--- src/rtl/ffre_pkg.sv ---
// ffre_bank shared definitions: config word layout and polarity constants.
// Field widths derive from the bank's NSRC/NENA/NCLR parameters.
package ffre_pkg;

  localparam logic POL_HIGH = 1'b1;
  localparam logic POL_LOW  = 1'b0;

  // A one-entry select still gets a 1-bit field so the word never has a zero-width slice.
  function automatic int sel_w(input int n);
    return (n > 1) ? $clog2(n) : 1;
  endfunction

  function automatic int src_off();
    return 0;
  endfunction

  function automatic int ena_use_off(input int nsrc);
    return sel_w(nsrc);
  endfunction

  function automatic int ena_pol_off(input int nsrc);
    return ena_use_off(nsrc) + 1;
  endfunction

  function automatic int ena_sel_off(input int nsrc);
    return ena_use_off(nsrc) + 2;
  endfunction

  function automatic int clr_use_off(input int nsrc, input int nena);
    return ena_sel_off(nsrc) + sel_w(nena);
  endfunction

  function automatic int clr_pol_off(input int nsrc, input int nena);
    return clr_use_off(nsrc, nena) + 1;
  endfunction

  function automatic int clr_sel_off(input int nsrc, input int nena);
    return clr_use_off(nsrc, nena) + 2;
  endfunction

  function automatic int cfg_w(input int nsrc, input int nena, input int nclr);
    return clr_sel_off(nsrc, nena) + sel_w(nclr);
  endfunction

endpackage

--- src/rtl/ffre_lane.sv ---
// One programmable lane: config register, data flop, and the
// clear / enable / source decode that drives it.
module ffre_lane
  import ffre_pkg::*;
#(
  parameter int WIDTH = 4,
  parameter int NSRC  = 3,
  parameter int NENA  = 5,
  parameter int NCLR  = 5,
  localparam int CFG_W = cfg_w(NSRC, NENA, NCLR)
) (
  input  logic                  clk,
  input  logic                  clr,
  input  logic [NENA-1:0]       ena,
  input  logic [NCLR-1:0]       sclr,
  input  logic [NSRC*WIDTH-1:0] src,
  input  logic                  we,
  input  logic [CFG_W-1:0]      wdata,
  output logic [CFG_W-1:0]      cfg,
  output logic [WIDTH-1:0]      a,
  output logic                  upd,
  output logic                  load
);

  localparam int SW = sel_w(NSRC);
  localparam int EW = sel_w(NENA);
  localparam int CW = sel_w(NCLR);
  localparam int EN = 2 ** EW;
  localparam int CN = 2 ** CW;

  logic [SW-1:0]    src_sel;
  logic             ena_use;
  logic             ena_pol;
  logic [EW-1:0]    ena_sel;
  logic             clr_use;
  logic             clr_pol;
  logic [CW-1:0]    clr_sel;
  logic [EN-1:0]    ena_x;
  logic [CN-1:0]    sclr_x;
  logic             hit_clr;
  logic             en_ok;
  logic             src_ok;
  logic [WIDTH-1:0] sdata;

  assign src_sel = cfg[src_off() +: SW];
  assign ena_use = cfg[ena_use_off(NSRC)];
  assign ena_pol = cfg[ena_pol_off(NSRC)];
  assign ena_sel = cfg[ena_sel_off(NSRC) +: EW];
  assign clr_use = cfg[clr_use_off(NSRC, NENA)];
  assign clr_pol = cfg[clr_pol_off(NSRC, NENA)];
  assign clr_sel = cfg[clr_sel_off(NSRC, NENA) +: CW];

  // Zero-pad so every encodable select indexes a real bit; range checks gate use.
  assign ena_x  = EN'(ena);
  assign sclr_x = CN'(sclr);

  assign hit_clr = clr_use && (int'(clr_sel) < NCLR)
                && (sclr_x[clr_sel] == clr_pol);
  assign en_ok   = !ena_use || ((int'(ena_sel) < NENA)
                && (ena_x[ena_sel] == ena_pol));
  assign src_ok  = int'(src_sel) < NSRC;
  assign load    = !hit_clr && en_ok && src_ok;

  always_comb begin
    sdata = '0;
    for (int s = 0; s < NSRC; s++) begin
      if (int'(src_sel) == s) sdata = src[s*WIDTH +: WIDTH];
    end
  end

  always_ff @(posedge clk) begin
    if (clr) begin
      cfg <= '0;
      a   <= '0;
      upd <= 1'b0;
    end else begin
      if (we) cfg <= wdata;
      if (hit_clr) a <= '0;
      else if (load) a <= sdata;
      upd <= load;
    end
  end

endmodule

--- src/rtl/ffre_bank.sv ---
// Programmable bank of register lanes with config readback and a
// saturating count of cycles in which any lane loaded.
module ffre_bank
  import ffre_pkg::*;
#(
  parameter int LANES = 8,
  parameter int WIDTH = 4,
  parameter int NSRC  = 3,
  parameter int NENA  = 5,
  parameter int NCLR  = 5,
  parameter int CNT_W = 16,
  localparam int LW    = sel_w(LANES),
  localparam int CFG_W = cfg_w(NSRC, NENA, NCLR)
) (
  input  logic                        clk,
  input  logic                        clr,
  input  logic [NENA-1:0]             ena,
  input  logic [NCLR-1:0]             sclr,
  input  logic [NSRC*LANES*WIDTH-1:0] din,
  input  logic                        cfg_we,
  input  logic [LW-1:0]               cfg_lane,
  input  logic [CFG_W-1:0]            cfg_wdata,
  output logic [CFG_W-1:0]            cfg_rdata,
  output logic [LANES*WIDTH-1:0]      a,
  output logic [LANES-1:0]            upd,
  output logic [CNT_W-1:0]            upd_cnt
);

  logic [CFG_W-1:0] cfgs [2**LW];
  logic [LANES-1:0] load;

  for (genvar l = 0; l < LANES; l++) begin : g_lane
    logic [NSRC*WIDTH-1:0] lsrc;

    for (genvar s = 0; s < NSRC; s++) begin : g_src
      assign lsrc[s*WIDTH +: WIDTH] = din[(s*LANES+l)*WIDTH +: WIDTH];
    end

    ffre_lane #(
      .WIDTH (WIDTH),
      .NSRC  (NSRC),
      .NENA  (NENA),
      .NCLR  (NCLR)
    ) u_lane (
      .clk   (clk),
      .clr   (clr),
      .ena   (ena),
      .sclr  (sclr),
      .src   (lsrc),
      .we    (cfg_we && (int'(cfg_lane) == l)),
      .wdata (cfg_wdata),
      .cfg   (cfgs[l]),
      .a     (a[l*WIDTH +: WIDTH]),
      .upd   (upd[l]),
      .load  (load[l])
    );
  end

  // Unpopulated addresses read back as zero.
  for (genvar l = LANES; l < 2**LW; l++) begin : g_pad
    assign cfgs[l] = '0;
  end

  always_ff @(posedge clk) begin
    if (clr) begin
      cfg_rdata <= '0;
      upd_cnt   <= '0;
    end else begin
      cfg_rdata <= cfgs[cfg_lane];
      if (|load && (upd_cnt != '1)) upd_cnt <= upd_cnt + 1'b1;
    end
  end

endmodule

--- config.mk ---
export PLATFORM = sky130hd
export DESIGN_NAME = ffre_bank
export DESIGN_NICKNAME = d
export VERILOG_FILES = /design/src/rtl/ffre_pkg.sv /design/src/rtl/ffre_lane.sv /design/src/rtl/ffre_bank.sv
export SDC_FILE = /design/constraint.sdc
export NUM_CORES = 1
export LEC_CHECK = 0
export ABC_CLOCK_PERIOD_IN_PS = 2400
export BUFFER_PORTS_ARGS = -buffer_cell sky130_fd_sc_hd__buf_2
export CAP_MARGIN = 20
export CORE_ASPECT_RATIO = 0.5
export CORE_MARGIN = 2
export CORE_UTILIZATION = 44
export DETAILED_ROUTE_END_ITERATION = 8
export HOLD_SLACK_MARGIN = 0.1
export PLACE_DENSITY = 0.74
export SLEW_MARGIN = 20
export SYNTH_ARGS = -nofsm -noshare
export SYNTH_HDL_FRONTEND = slang
export SYNTH_SLANG_ARGS = --single-unit
--- constraint.sdc ---
create_clock -name clk -period 2.4 [get_ports clk]
set_clock_uncertainty 0.2 [all_clocks]
set_input_delay 0.36 -clock clk [delete_from_list [all_inputs] [get_ports clk]]
set_output_delay 0.36 -clock clk [all_outputs]
set_load 0.01 [all_outputs]
# --- Word level (Yosys, flattened, before mapping) ---
# Cells that the tools add are included.
# Widths: inputs -> output; s select.
word_totals:
  register_bits: 164
  input_bits: 124
  out_inout_bits: 68
  wordCells: 259
classes:
  add_sub_neg: 1
  magnitude_cmp: 41
  eq_ne: 40
  muxes: 59
  bitwise_logic: 1
  n_reduce_logical: 91
ops:
  columns: ["op", "n"]
  rows:
  - ["$mux 4", 24]
  - ["$lt 3x4->1 const B", 16]
  - ["$logic_and 1x1->1", 49]
  - ["$bmux 1 s3", 16]
  - ["$lt 3x3->1 const B", 16]
  - ["$bmux 12 s3", 1]
  - ["$eq 2x2->1 const B", 16]
  - ["$mux 12", 2]
  - ["$add 16x1->16 const B", 1]
  - ["$eq 1x1->1", 16]
  - ["$logic_not 1->1", 16]
  - ["$logic_not 2->1", 8]
  - ["$lt 2x2->1 const B", 8]
  - ["$mux 1", 16]
  - ["$ne 16x16->1 const B", 1]
  - ["$reduce_or 2->1", 8]
  - ["$eq 3x3->1 const B", 4]
  - ["$logic_or 1x1->1", 8]
  - ["$reduce_or 8->1", 1]
  - ["$eq 3x2->1 const B", 2]
  - ["$ge 4x4->1 const B", 1]
  - ["$not 3->4", 1]
  - ["$eq 3x1->1 const B", 1]
  - ["$logic_not 3->1", 1]

# --- Longest topological paths before layout ---
# Gate-level depths: netlist (run 1).
logic_depth:
  word_depth: 9
  ltp_mapped: 10
  ltp_nobuf: 8

# --- Hierarchy ---
# A second synthesis (run 1) with hierarchy kept.
hier_totals:
  hier_cells: 926
  area_unflattened_um2: 8982.4
by_module_without_submodules:
  columns: ["mod", "instances", "cells_per_inst", "area_each_um2", "seq_area_each_um2"]
  rows:
  - ["ffre_lane", 8, 93, 880.8, 340.3]
  - ["ffre_bank", 1, 182, 1935.6, 560.5]

# --- Worst setup path after synthesis (run 1) ---
# No wires, ideal clock.
synth_path:
  path_type: "input to register"
  start: "input port ena[0]"
  end: "register upd_cnt[5]"
  setup_ps: 123
  arrival_ps: 2332
  required_ps: 2077
  setup_slack_ps: -255
  cell_stages: 10
  n_path_buf: 2
  cell_sequence: "buf_2 -> mux4_2 -> nor2_1 -> nor4b_1 -> a211o_1 -> o22ai_2 -> nor4_2 -> buf_6 -> nor4_1 -> mux2_1"
synth_between:
  elab_chain_cells: 9
  elab_cells_between_ends: 58
  cone_classes: "eq/ne (8); mux (16); reduce/logical (34)"
synth_rtl:
  columns: ["element", "line", "source"]
  rows:
  - ["from (decl)", "ffre_bank.sv:17", "input logic [NENA-1:0] ena,"]
  - ["$bmux 1 s3", "ffre_lane.sv:60", "&& (ena_x[ena_sel] == ena_pol));"]
  - ["$mux 1 (implied by the code)", "ffre_lane.sv:60", null]
  - ["$eq 1x1->1", "ffre_lane.sv:60", null]
  - ["$logic_and 1x1->1", "ffre_lane.sv:60", null]
  - ["$logic_or 1x1->1", "ffre_lane.sv:59", "assign en_ok = !ena_use || ((int'(ena_sel) < NENA)"]
  - ["$logic_and 1x1->1 (2 in series)", "ffre_lane.sv:62", "assign load = !hit_clr && en_ok && src_ok;"]
  - ["$reduce_or 8->1 *", "ffre_bank.sv:70", "if (|load && (upd_cnt != '1)) upd_cnt <= upd_cnt + 1'b1;"]
  - ["$logic_and 1x1->1 *", "ffre_bank.sv:70", null]
  - ["to (signal assigned)", "ffre_bank.sv:70", null]
  - ["to (decl)", "ffre_bank.sv:26", "output logic [CNT_W-1:0] upd_cnt"]
# Every way passes the cells marked *; elsewhere a longest branch is shown, timed or not. The select of a mux whose other input is x is not followed.
# A chain may end at the register's enable or synchronous reset.

# --- Final worst setup path (run 1) ---
layout_path:
  start: "register g_lane[5].u_lane.cfg[5]"
  end: "register upd_cnt[0]"
layout_between:
  elab_chain_cells: 9
  elab_cells_between_ends: 10
  cone_classes: "order compare (1); eq/ne (1); mux (2); reduce/logical (6)"
layout_rtl:
  columns: ["element", "line", "source"]
  rows:
  - ["from (decl)", "ffre_lane.sv:19", "output logic [CFG_W-1:0] cfg,"]
  - ["from (signal assigned)", "ffre_lane.sv:77", "if (we) cfg <= wdata;"]
  - ["$bmux 1 s3", "ffre_lane.sv:60", null]
  - ["$mux 1 (implied by the code)", "ffre_lane.sv:60", null]
  - ["$eq 1x1->1", "ffre_lane.sv:60", null]
  - ["$logic_and 1x1->1 *", "ffre_lane.sv:60", null]
  - ["$logic_or 1x1->1 *", "ffre_lane.sv:59", null]
  - ["$logic_and 1x1->1 * (2 in series)", "ffre_lane.sv:62", null]
  - ["$reduce_or 8->1 *", "ffre_bank.sv:70", null]
  - ["$logic_and 1x1->1 *", "ffre_bank.sv:70", null]
# Marks and branches as above.

==> results of run 1 <==
-- logic make-up after synthesis --
group | after synthesis | share of synthesized area [%]
and+or+nand+nor | 451 | 22.5
AOI/OAI and AO/OA | 238 | 15.5
DFF | 164 | 37.5
muxes | 112 | 16.5
buffers and inverters | 108 | 5.46
xor gates and xnor gates | 24 | 2.40
adders and majority gates | 1 | 0.143
-- registers in the layout, summed over array words and instances, names as in the netlist --
signal             cells
cfg_rdata             12
g_lane.u_lane.a       32
g_lane.u_lane.cfg     96
g_lane.u_lane.upd      8
upd_cnt               16
-- tightest hold or removal path, delay by kind of cell --
family / cells / cell delay [ps]
compound gates: 2 / 100
buf+inv: 1 / 90
simple gates: 2 / 160
-- how the worst max path moves through the flow --
stage	depth (start not counted)	end
final	10	upd_cnt[0]
after global routing	9	upd_cnt[5]
after CTS	9	upd_cnt[3]
after detailed placement	10	upd_cnt[8]
after global placement	10	upd_cnt[3]
after floorplan	10	upd_cnt[3]
-- final cells by class --
class | instances | area, um^2 | share of cell area, %
well taps | 266 | 333 | 2.81
flip-flops and latches | 164 | 3310 | 27.9
clock buffers | 21 | 470 | 3.97
clock inverters | 11 | 196 | 1.66
repair buffers | 343 | 2210 | 18.7
inverters | 18 | 67.6 | 0.570
multi-input cells | 826 | 5270 | 44.4
-- power by group through the flow --
stage | clock network [mW] | logic [mW] | registers (mW)
after CTS | 3.16 | 0.855 | 2.88
after detailed placement | 0 | 0.818 | 2.94
after global routing | 3.27 | 0.969 | 2.89
after floorplan | 0 | 0.457 | 2.95
final | 3.11 | 0.895 | 2.88
after global placement | 0 | 0.794 | 2.93
-- layer usage --
metal  GRT usage [%]  vias to the layer above  wire length, um
met1            35.9                     4271            12700
met2            43.8                      437            13400
met5               0                        -                0
li1                -                     4328                -
met3            5.79                       44             2630
met4            10.6                        0              580
-- metrics by stage --
step | util, % | std cells
finish | 60.8 | 1649
global route | 60.8 | 1649
CTS | 59.5 | 1643
detailed placement | 54.5 | 1587
global placement | 54.5 | 1587
floorplan | - | 1098
-- cells in the mapped netlist, drive strengths merged, types with 2 or more instances --
cell type / count
nand2: 215
a21oi: 167
dfxtp: 164
nor2: 125
mux2i: 77
clkbuf: 62
buf: 28
o21ai: 27
mux4: 25
inv: 18
nor2b: 18
nor3: 18
xnor2: 17
nand3: 15
nand2b: 14
mux2: 10
nand3b: 9
or3: 9
a2111oi: 8
xor2: 7
and3: 6
o211ai: 6
nand4: 5
a31oi: 4
nor4b: 4
or2: 4
a21o: 3
nor4: 3
o31ai: 3
or4: 3
a211o: 2
nor3b: 2
o22ai: 2
o311a: 2
o311ai: 2
o32ai: 2
-- timing repair --
action	in CTS	in global routing
pin swaps	4	10
resized for setup	16	63
endpoints found under the setup margin	16	33
setup buffers	1	7
hold buffers	23	0
endpoints found under the hold margin	103	0
==> implementation parameters, run 1 <==
Parameter                              Value

Route
  Average wire length per cell after detail routing ... 17.7 um
  Drt initial violations ... 577
  Antenna Nets Post-Route ... 0
  Overall via count from detail_route ... 9080
  Vias per Instance ... 5.51
  Number of DRC violations after detailed routing ... 0
  Final WL ... 29.2 mm
  Length of the first detailed-routing pass in iterations ... 5

STA
  Portion of the clock cycle consumed by the worst path in the final layout ... 110%
  Pins Over Slew Limit ... 0
  Aggregate negative setup slack ... -3230 ps
  Final setup violating endpoints ... 16
  Fin Hold WS ... 119 ps
  RSZ-0062 raised after global routing ... yes
  Count of endpoints failing hold in the final timing report ... 0
  Pin slew with the least headroom to its limit ... 963 ps
  Slew HR ... 35.6%
  Final WS setup ... -241 ps
  Time the final worst path needs with I/O delays and setup ... 2640 ps
  Maximum frequency from static timing analysis ... 379 MHz

Layout
  Fraction of final layout cells sized beyond drive strength 1 ... 32.0%
  Number of nets in the final layout ... 1495
  Commonest non-fill, non-tap cells in the layout ... 215 x nand2_1, 190 x buf_2, 158 x a21oi_1
  Commonest non-fill, non-tap cell in the layout ... nand2_1
  Antenna cell count ... 0
  Post-synthesis to final-layout area growth ... 35.3%
  Area of all placed cells without fillers ... 0.0119 mm^2
  Number of filler cells placed in the layout ... 1702

Power and ir drop
  Psw ... 1.73 mW
  Fraction of power spent switching nets ... 25.1%
  Relative contribution of sequential cells to total power ... 41.8%
  Internal power component ... 5.15 mW
  Worst vdd ir ... 0.000439 V
  Comb pwr share ... 13.0%
  Power share of the clock group ... 45.2%
  PnR Total Power ... 6.88 mW
  Static Leakage ... 4.82 nW
  Pwr Density ... 581 mW/mm^2

Global route
  Global router's overall resource usage ... 27.3%
  Largest net degree at the start of global routing ... 56
  Total congestion overflow ... 0
  Number of antenna violations at the first check in global routing ... 0
  Via count of the first global-routing pass ... 8679
  First-pass GRT wire length ... 44.9 mm

Critical path
  Highest fanout seen on the critical path ... 16
  Number of buffers and inverters on the critical path ... 2
  First element of the critical path ... g_lane[5].u_lane.cfg[5]
  Cells traversed along the worst timing path ... mux2_4, a311oi_2, a22oi_2, o41ai_2, o2bb2ai_2, buf_6, nor4_4, buf_12, nor2_1, mux2_1
  CP arrival ... 2760 ps
  Slowest Stage Delay on Critical Path ... 340 ps
  Setup Crit Path Kind ... reg2reg
  Endpoint type of the worst setup path ... flip-flop
  CP max-delay cell ... dfxtp_2
  Reg-to-Reg Start ... g_lane[5].u_lane.cfg[5]
  Startpoint kind of the worst setup timing path ... flip-flop
  Register-to-Register Setup Slack ... -240 ps
  Required time of the critical path ... 2520 ps
  Register-to-Register Path Depth ... 10
  Category of cells accounting for the largest share of critical-path delay ... multiplexers
  Critical R2R Capture ... upd_cnt[0]

Hold path
  Hold Crit Depth ... 5
  Startpoint of the most critical hold path ... din[42]
  Tightest Hold Check Type ... in2reg
  Worst hold endpoint ... g_lane[2].u_lane.a[2]

Synth
  Most area-consuming cells after synthesis ... dfxtp_1 37%, a21oi_1 9.4%, nand2_1 9.2%
  Avg Cell Area, Syn ... 7.98 um^2
  Flip-flop cell with the highest count after synthesis ... dfxtp_1
  Post-Syn Nets ... 1223
  Unique cell type count in the Yosys netlist ... 59
  Cell type with the highest aggregate area in the netlist ... dfxtp_1
  Share of the synthesized area in the top cell type ... 37.5%
  Seq cells post-synth ... 164
  Summed instance area of the synthesized netlist ... 0.00876 mm^2
  Share of synthesized flip-flops with an asynchronous set or reset ... 0%
  Sequential share of the synthesized area ... 37.5%
  Number of synthesized flops with an enable pin ... 0
  YS warnings ... 0
  Post-Syn Instances ... 1098

Clock network
  CTS Buf Count ... 17
  Clk pin slew, worst setup/hold paths ... 70 ps
  Clock root buffer master ... clkbuf_16
  H-tree levels ... 4
  Maximum clock path buffer count ... 2
  CTS tree ... built
  Clk Latency, worst-skew pair ... 440 ps
  Clock sinks ... 164

Die
  Initial core utilization ... 44.9%
  Core region area ... 0.0195 mm^2
  Site row count ... 36
  Overall die height ... 104 um
  Die Footprint ... 0.0211 mm^2
  Floorplan die width ... 204 um
  I/O pin count ... 192

Run
  Max-cap violations ... 0

Run status
  Run status ... finished with violations
  Violated checks ... negative setup slack

Placed design
  Placement Setup Slack ... -455 ps
  Final GP Congestion ... 0.931
  Final HPWL DP ... 21.1 mm
  Area post-placement ... 0.0106 mm^2
  Input/output buffers ... 191
No activity file was read; power rests on OpenSTA's default activity.
==> run 2, diff against run 1 <==
- SKIP_LAST_GASP: unset -> 1
- SYNTH_HIERARCHICAL: unset -> 1
==> implementation parameters, run 2 <==
Parameter                              Value

Run status
  Run status ... finished with violations
  Violated checks ... negative setup slack

Global route
  Largest net degree at the start of global routing ... 60
  Total congestion overflow ... 0
  Global router's overall resource usage ... 26.5%
  Number of antenna violations at the first check in global routing ... 1
  Via count of the first global-routing pass ... 8862
  First-pass GRT wire length ... 45.2 mm

STA
  Final setup violating endpoints ... 16
  Pins Over Slew Limit ... 0
  Count of endpoints failing hold in the final timing report ... 0
  Aggregate negative setup slack ... -5350 ps
  Final WS setup ... -380 ps
  Slew HR ... 59.3%
  Portion of the clock cycle consumed by the worst path in the final layout ... 116%
  RSZ-0062 raised after global routing ... yes
  Time the final worst path needs with I/O delays and setup ... 2780 ps
  Pin slew with the least headroom to its limit ... 610 ps
  Maximum frequency from static timing analysis ... 360 MHz

Synth
  Post-synth top cells ... 164 x dfxtp_1, 140 x mux2i_1, 140 x nor2_1
  Cell type with the highest aggregate area in the netlist ... dfxtp_1
  Sequential share of the synthesized area ... 36.6%
  Dominant combinational cell family by area after synthesis ... multiplexers
  YS warnings ... 6
  Unique cell type count in the Yosys netlist ... 52
  Number of synthesized flops with an enable pin ... 0
  Seq cells post-synth ... 164
  Most frequent cell after synthesis ... dfxtp_1
  Flip-flop cell with the highest count after synthesis ... dfxtp_1
  Adder and majority gate portion of the synthesized area ... 0.139%
  Avg Cell Area, Syn ... 9.70 um^2
  Multiplexer share of the synthesized area ... 28.1%
  Parity-gate share of the synthesized area counting xor and xnor cells ... 0.780%
  Most area-consuming cells after synthesis ... dfxtp_1 37%, mux2i_1 16%, mux4_2 6.0%
  Summed instance area of the synthesized netlist ... 0.00898 mm^2
  Share of synthesized flip-flops with an asynchronous set or reset ... 0%
  Share of the synthesized area in the top cell type ... 36.6%
  Synth Area in Compound Gates ... 14.4%
  Post-Syn Nets ... 1051
  Post-synthesis simple-gate area fraction ... 17.5%
  Post-Syn Instances ... 926

Critical path
  Slowest Stage Delay on Critical Path ... 570 ps
  Cells traversed along the worst timing path ... mux2i_2, mux2i_1, nand4_2, nand2_2, a31oi_1, or4_4, o211ai_4, buf_4, o21ba_4, nor3_1
  CP arrival ... 2900 ps
  Endpoint type of the worst setup path ... flip-flop
  Category of cells accounting for the largest share of critical-path delay ... simple AND/OR/NAND/NOR gates
  Register-to-Register Setup Slack ... -380 ps
  Required time of the critical path ... 2520 ps
  Number of buffers and inverters on the critical path ... 1
  Critical R2R Capture ... upd_cnt[12]
  Setup Crit Path Kind ... reg2reg
  Register-to-Register Path Depth ... 10
  CP max-delay cell ... or4_4
  Startpoint kind of the worst setup timing path ... flip-flop
  Reg-to-Reg Start ... g_lane[4].u_lane/cfg[5]
  Highest fanout seen on the critical path ... 6

Power and ir drop
  Static Leakage ... 4.93 nW
  Psw ... 1.72 mW
  Internal power component ... 5.10 mW
  Power share of the clock group ... 44.9%
  Relative contribution of sequential cells to total power ... 42.3%
  Pwr Density ... 557 mW/mm^2
  Worst vdd ir ... 0.000353 V
  Fraction of power spent switching nets ... 25.3%
  Comb pwr share ... 12.9%

Clock network
  CTS tree ... built
  H-tree levels ... 4
  Maximum clock path buffer count ... 2
  Clk Latency, worst-skew pair ... 440 ps
  Clock sinks ... 164
  Clk pin slew, worst setup/hold paths ... 70 ps
  CTS Buf Count ... 17
  Clock root buffer master ... clkbuf_16

Route
  Vias per Instance ... 5.83
  Final WL ... 28.8 mm
  Number of DRC violations after detailed routing ... 0
  Antenna Nets Post-Route ... 0
  Drt initial violations ... 771
  Average wire length per cell after detail routing ... 18.7 um
  Length of the first detailed-routing pass in iterations ... 5
  Overall via count from detail_route ... 8998

Die
  Site row count ... 36
  Initial core utilization ... 45.5%
  Core region area ... 0.0197 mm^2
  Floorplan die width ... 206 um
  Overall die height ... 105 um
  I/O pin count ... 192
  Die Footprint ... 0.0216 mm^2

Hold path
  Hold Crit Depth ... 3
  Startpoint of the most critical hold path ... din[53]
  Tightest Hold Check Type ... in2reg
  Worst hold endpoint ... g_lane[5].u_lane/a[1]

Layout
  Top reg by flops ... g_lane.u_lane/cfg
  Post-synthesis to final-layout area growth ... 36.6%
  Commonest non-fill, non-tap cell in the layout ... buf_2
  Number of nets in the final layout ... 1388
  Number of filler cells placed in the layout ... 1567
  Commonest non-fill, non-tap cells in the layout ... 190 x buf_2, 152 x buf_4, 139 x nor2_1
  Fraction of final layout cells sized beyond drive strength 1 ... 42.3%
  Regs by FF count ... g_lane.u_lane/cfg: 96 flops, g_lane.u_lane/a: 32 flops, upd_cnt: 16 flops
  Max reg flops ... 96

Placed design
  Placement Setup Slack ... -645 ps
  Final GP Congestion ... 0.911
  Input/output buffers ... 191
  Final HPWL DP ... 20.3 mm

Run
  Max-cap violations ... 0
## run 2: worst min-delay path, cell delays in order
cell,delay (ps)
buf_2,100
o22ai_1,160
a211oi_1,90
## run 2: per-stage QoR
| stage | hold WS, ps | power [mW] | cell area (um^2) | std cells | utilization (%) |
|---|---|---|---|---|---|
| 2_1_floorplan | 232 | 3.36 | 9000 | 926 | - |
| 3_3_place_gp | 284 | 3.74 | 11200 | 1486 | 56.9 |
| 3_5_place_dp | 296 | 3.77 | 11200 | 1486 | 56.9 |
| 4_1_cts | 101 | 6.84 | 12200 | 1538 | 61.6 |
| 5_1_grt | 114 | 7.04 | 12300 | 1543 | 62.2 |
| 6_report | 112 | 6.83 | 12300 | 1543 | 62.2 |
## run 2: area by class of cell
type / instances / area (um^2) / share of cell area (%)
multi-input cells: 713 / 5620 / 45.8
flip-flops and latches: 164 / 3330 / 27.2
repair buffers: 358 / 2290 / 18.7
clock buffers: 18 / 429 / 3.50
well taps: 266 / 333 / 2.71
clock inverters: 14 / 223 / 1.82
inverters: 9 / 33.8 / 0.275
diodes: 1 / 2.50 / 0.0204
## run 2: power by group through the flow
stage	registers, mW	logic (mW)	clock network, mW
after detailed placement	2.94	0.825	0
after CTS	2.88	0.856	3.10
after global routing	2.89	0.937	3.21
final	2.88	0.880	3.06
after floorplan	2.96	0.401	0
after global placement	2.94	0.797	0
## run 2: cells by family (layout without fill, tap and decap cells)
| kind of cell | Yosys count | count (layout) |
|---|---|---|
| compound gates | 191 | 191 |
| fa+ha+maj | 1 | 1 |
| mux | 213 | 213 |
| other cells | 0 | 1 |
| flops | 164 | 164 |
| simple gates | 300 | 300 |
| xor+xnor | 8 | 8 |
| buf+inv | 49 | 399 |
## run 2: worst max-delay path by stage
stage	endpoint	slack [ps]	startpoint	cells after the start
after floorplan	upd_cnt[10]	-270	g_lane[2].u_lane/cfg[5]	9
after global routing	upd_cnt[10]	-470	g_lane[1].u_lane/cfg[5]	9
after detailed placement	upd_cnt[10]	-650	ena[0]	10
after global placement	upd_cnt[10]	-590	ena[0]	10
after CTS	upd_cnt[11]	-340	g_lane[2].u_lane/cfg[5]	10
final	upd_cnt[12]	-380	g_lane[4].u_lane/cfg[5]	10
## run 2: per-layer routing
metal  part of all wire, %  global-route usage (%)  wire (um)  up-vias
met5                     0                       0          0        -
met4                   3.2                    11.7        927        0
met3                   6.5                    5.24       1860       81
met2                    48                    44.6      13800      342
met1                    42                    32.9      12200     4367
li1                      -                       -          -     4208
## run 2: repair_timing
item,CTS,global route
setup buffers,9,3
hold endpoints to repair,16,0
setup endpoints to repair,16,16
hold buffers,10,0
pin swaps,18,13
gates cloned,1,1
gates resized for setup,38,22
==> run 3, diff against run 2 <==
- BUFFER_PORTS_ARGS: -buffer_cell sky130_fd_sc_hd__buf_2 -> unset
- DONT_BUFFER_PORTS: unset -> 1
- PLACE_DENSITY: 0.74 -> 0.66
==> implementation parameters, run 3 (synthesis gave the netlist of run 2 again) <==
Parameter                              Value

Die
  Overall die height ... 105 um
  Initial core utilization ... 45.5%
  Site row count ... 36
  Core region area ... 0.0197 mm^2
  Die Footprint ... 0.0216 mm^2
  I/O pin count ... 192
  Floorplan die width ... 206 um

Run status
  Violated checks ... negative setup slack
  Run status ... finished with violations

Critical path
  Setup Crit Path Kind ... reg2reg
  Highest fanout seen on the critical path ... 6
  Reg-to-Reg Start ... g_lane[7].u_lane/cfg[5]
  Critical R2R Capture ... upd_cnt[8]
  Register-to-Register Setup Slack ... -370 ps
  CP arrival ... 2930 ps
  Startpoint kind of the worst setup timing path ... flip-flop
  Endpoint type of the worst setup path ... flip-flop
  Register-to-Register Path Depth ... 10
  Required time of the critical path ... 2560 ps

Global route
  Largest net degree at the start of global routing ... 106
  Total congestion overflow ... 0
  Via count of the first global-routing pass ... 8771
  Number of antenna violations at the first check in global routing ... 0
  First-pass GRT wire length ... 47.1 mm
  Global router's overall resource usage ... 28.1%

Route
  Final WL ... 30.1 mm
  Average wire length per cell after detail routing ... 20.5 um
  Antenna Nets Post-Route ... 0
  Length of the first detailed-routing pass in iterations ... 5
  Drt initial violations ... 877
  Number of DRC violations after detailed routing ... 0
  Vias per Instance ... 5.95
  Overall via count from detail_route ... 8768

Power and ir drop
  Static Leakage ... 4.84 nW
  Fraction of power spent switching nets ... 24.7%
  Relative contribution of sequential cells to total power ... 46.3%
  Internal power component ... 4.75 mW
  Psw ... 1.56 mW
  Power share of the clock group ... 43.3%
  Pwr Density ... 507 mW/mm^2
  Worst vdd ir ... 0.000398 V
  Comb pwr share ... 10.3%

Hold path
  Worst hold endpoint ... cfg_rdata[2]
  Hold Crit Depth ... 3
  Tightest Hold Check Type ... in2reg
  Startpoint of the most critical hold path ... cfg_lane[1]

Clock network
  Maximum clock path buffer count ... 2
  Clk pin slew, worst setup/hold paths ... 70 ps
  Clock sinks ... 164
  CTS tree ... built
  Clock root buffer master ... clkbuf_16
  CTS Buf Count ... 17
  H-tree levels ... 4
  Clk Latency, worst-skew pair ... 440 ps

STA
  Portion of the clock cycle consumed by the worst path in the final layout ... 115%
  Count of endpoints failing hold in the final timing report ... 0
  Maximum frequency from static timing analysis ... 361 MHz
  Time the final worst path needs with I/O delays and setup ... 2770 ps
  Pins Over Slew Limit ... 0
  Final setup violating endpoints ... 16
  Fin Hold WS ... 122 ps
  RSZ-0062 raised after global routing ... yes
  Slew HR ... 63.0%
  Final WS setup ... -370 ps
  Pin slew with the least headroom to its limit ... 555 ps

Placed design
  Final GP Congestion ... 0.884
  Placement Setup Slack ... -408 ps
  Input/output buffers ... 0
  Final HPWL DP ... 18.8 mm

Layout
  Commonest non-fill, non-tap cells in the layout ... 147 x buf_4, 142 x dfxtp_1, 141 x dlygate4sd3_1
  Number of nets in the final layout ... 1321
  Post-synthesis to final-layout area growth ... 38.5%
  Max reg flops ... 96
  Top reg by flops ... g_lane.u_lane/cfg
  Commonest non-fill, non-tap cell in the layout ... buf_4
  Regs by FF count ... g_lane.u_lane/cfg: 96 flops, g_lane.u_lane/a: 32 flops, upd_cnt: 16 flops
  Number of filler cells placed in the layout ... 1558
  Fraction of final layout cells sized beyond drive strength 1 ... 27.3%
  Antenna cell count ... 0

Run
  Max-cap violations ... 0
-- run 3: changes by cell type in the layout (fill, tap and decap cells not counted), moves of 3 or more --
| cell | delta |
|---|---|
| buf_12 | -3 |
| buf_2 | -190 |
| dfxtp_2 | -4 |
| buf_4 | -5 |
| dlygate4sd3_1 | +131 |
| bufinv_16 | -3 |
| a32oi_2 | -3 |
| mux2i_2 | -3 |
| dfxtp_1 | +5 |
| mux2i_1 | +4 |
-- run 3: final cells by class --
| type | count | area, um^2 | area share [%] |
|---|---|---|---|
| clock inverter | 12 | 130 | 1.05 |
| multi-input combinational | 713 | 5630 | 45.2 |
| tap | 266 | 333 | 2.67 |
| clock buffer | 18 | 439 | 3.53 |
| timing repair buffer | 291 | 2560 | 20.6 |
| sequential | 164 | 3320 | 26.7 |
| inverter | 9 | 33.8 | 0.271 |
-- run 3: how the worst max path moves through the flow --
stage / startpoint / end / slack (ps) / cells after the start
floorplan: g_lane[2].u_lane/cfg[5] / upd_cnt[10] / -270 / 9
global placement: g_lane[0].u_lane/cfg[5] / upd_cnt[12] / -380 / 10
detailed placement: g_lane[0].u_lane/cfg[5] / upd_cnt[8] / -410 / 10
CTS: g_lane[0].u_lane/cfg[5] / upd_cnt[8] / -340 / 10
global route: g_lane[4].u_lane/cfg[4] / upd_cnt[2] / -480 / 10
finish: g_lane[7].u_lane/cfg[5] / upd_cnt[8] / -370 / 10
-- run 3: critical path: stages (launching register included) --
cell,delay [ps]
dfxtp_2,370
mux2_4,300
a32oi_1,240
nand4_2,180
nand2_1,160
a31oi_1,60
or4_4,580
o211ai_4,240
buf_6,150
o21ai_2,50
a21oi_1,160
-- run 3: through the flow --
| step | power, mW | setup TNS, ps | cells | cell area [um^2] | utilization, % |
|---|---|---|---|---|---|
| finish | 6.31 | -5210 | 1473 | 12400 | 63.1 |
| global route | 6.52 | -6810 | 1473 | 12400 | 63.1 |
| CTS | 6.32 | -4810 | 1470 | 12300 | 62.6 |
| detailed placement | 3.48 | -5390 | 1294 | 10200 | 51.8 |
| global placement | 3.46 | -5410 | 1294 | 10200 | 51.8 |
| floorplan | 3.36 | -2870 | 926 | 9000 | - |
-- run 3: per-layer routing --
layer / GRT usage, % / vias to the layer above / wire (um)
met5: 0 / - / 0
met4: 10.4 / 0 / 816
met3: 7.61 / 69 / 2470
met2: 45.4 / 344 / 13900
met1: 35.7 / 4299 / 13000
li1: - / 4056 / -
-- run 3: power groups by stage --
stage | sequential, mW | combinational, mW | clock, mW
floorplan | 2.96 | 0.401 | 0
global placement | 2.98 | 0.477 | 0
detailed placement | 2.98 | 0.495 | 0
CTS | 2.92 | 0.624 | 2.77
global route | 2.93 | 0.699 | 2.89
finish | 2.92 | 0.651 | 2.73
-- run 3: what timing repair did --
item,CTS,global route
setup buffers,4,3
hold buffers,142,0
gates resized for setup,26,23
hold endpoints to repair,164,0
cloned,0,0
setup endpoints to repair,16,16
pin swaps,13,7
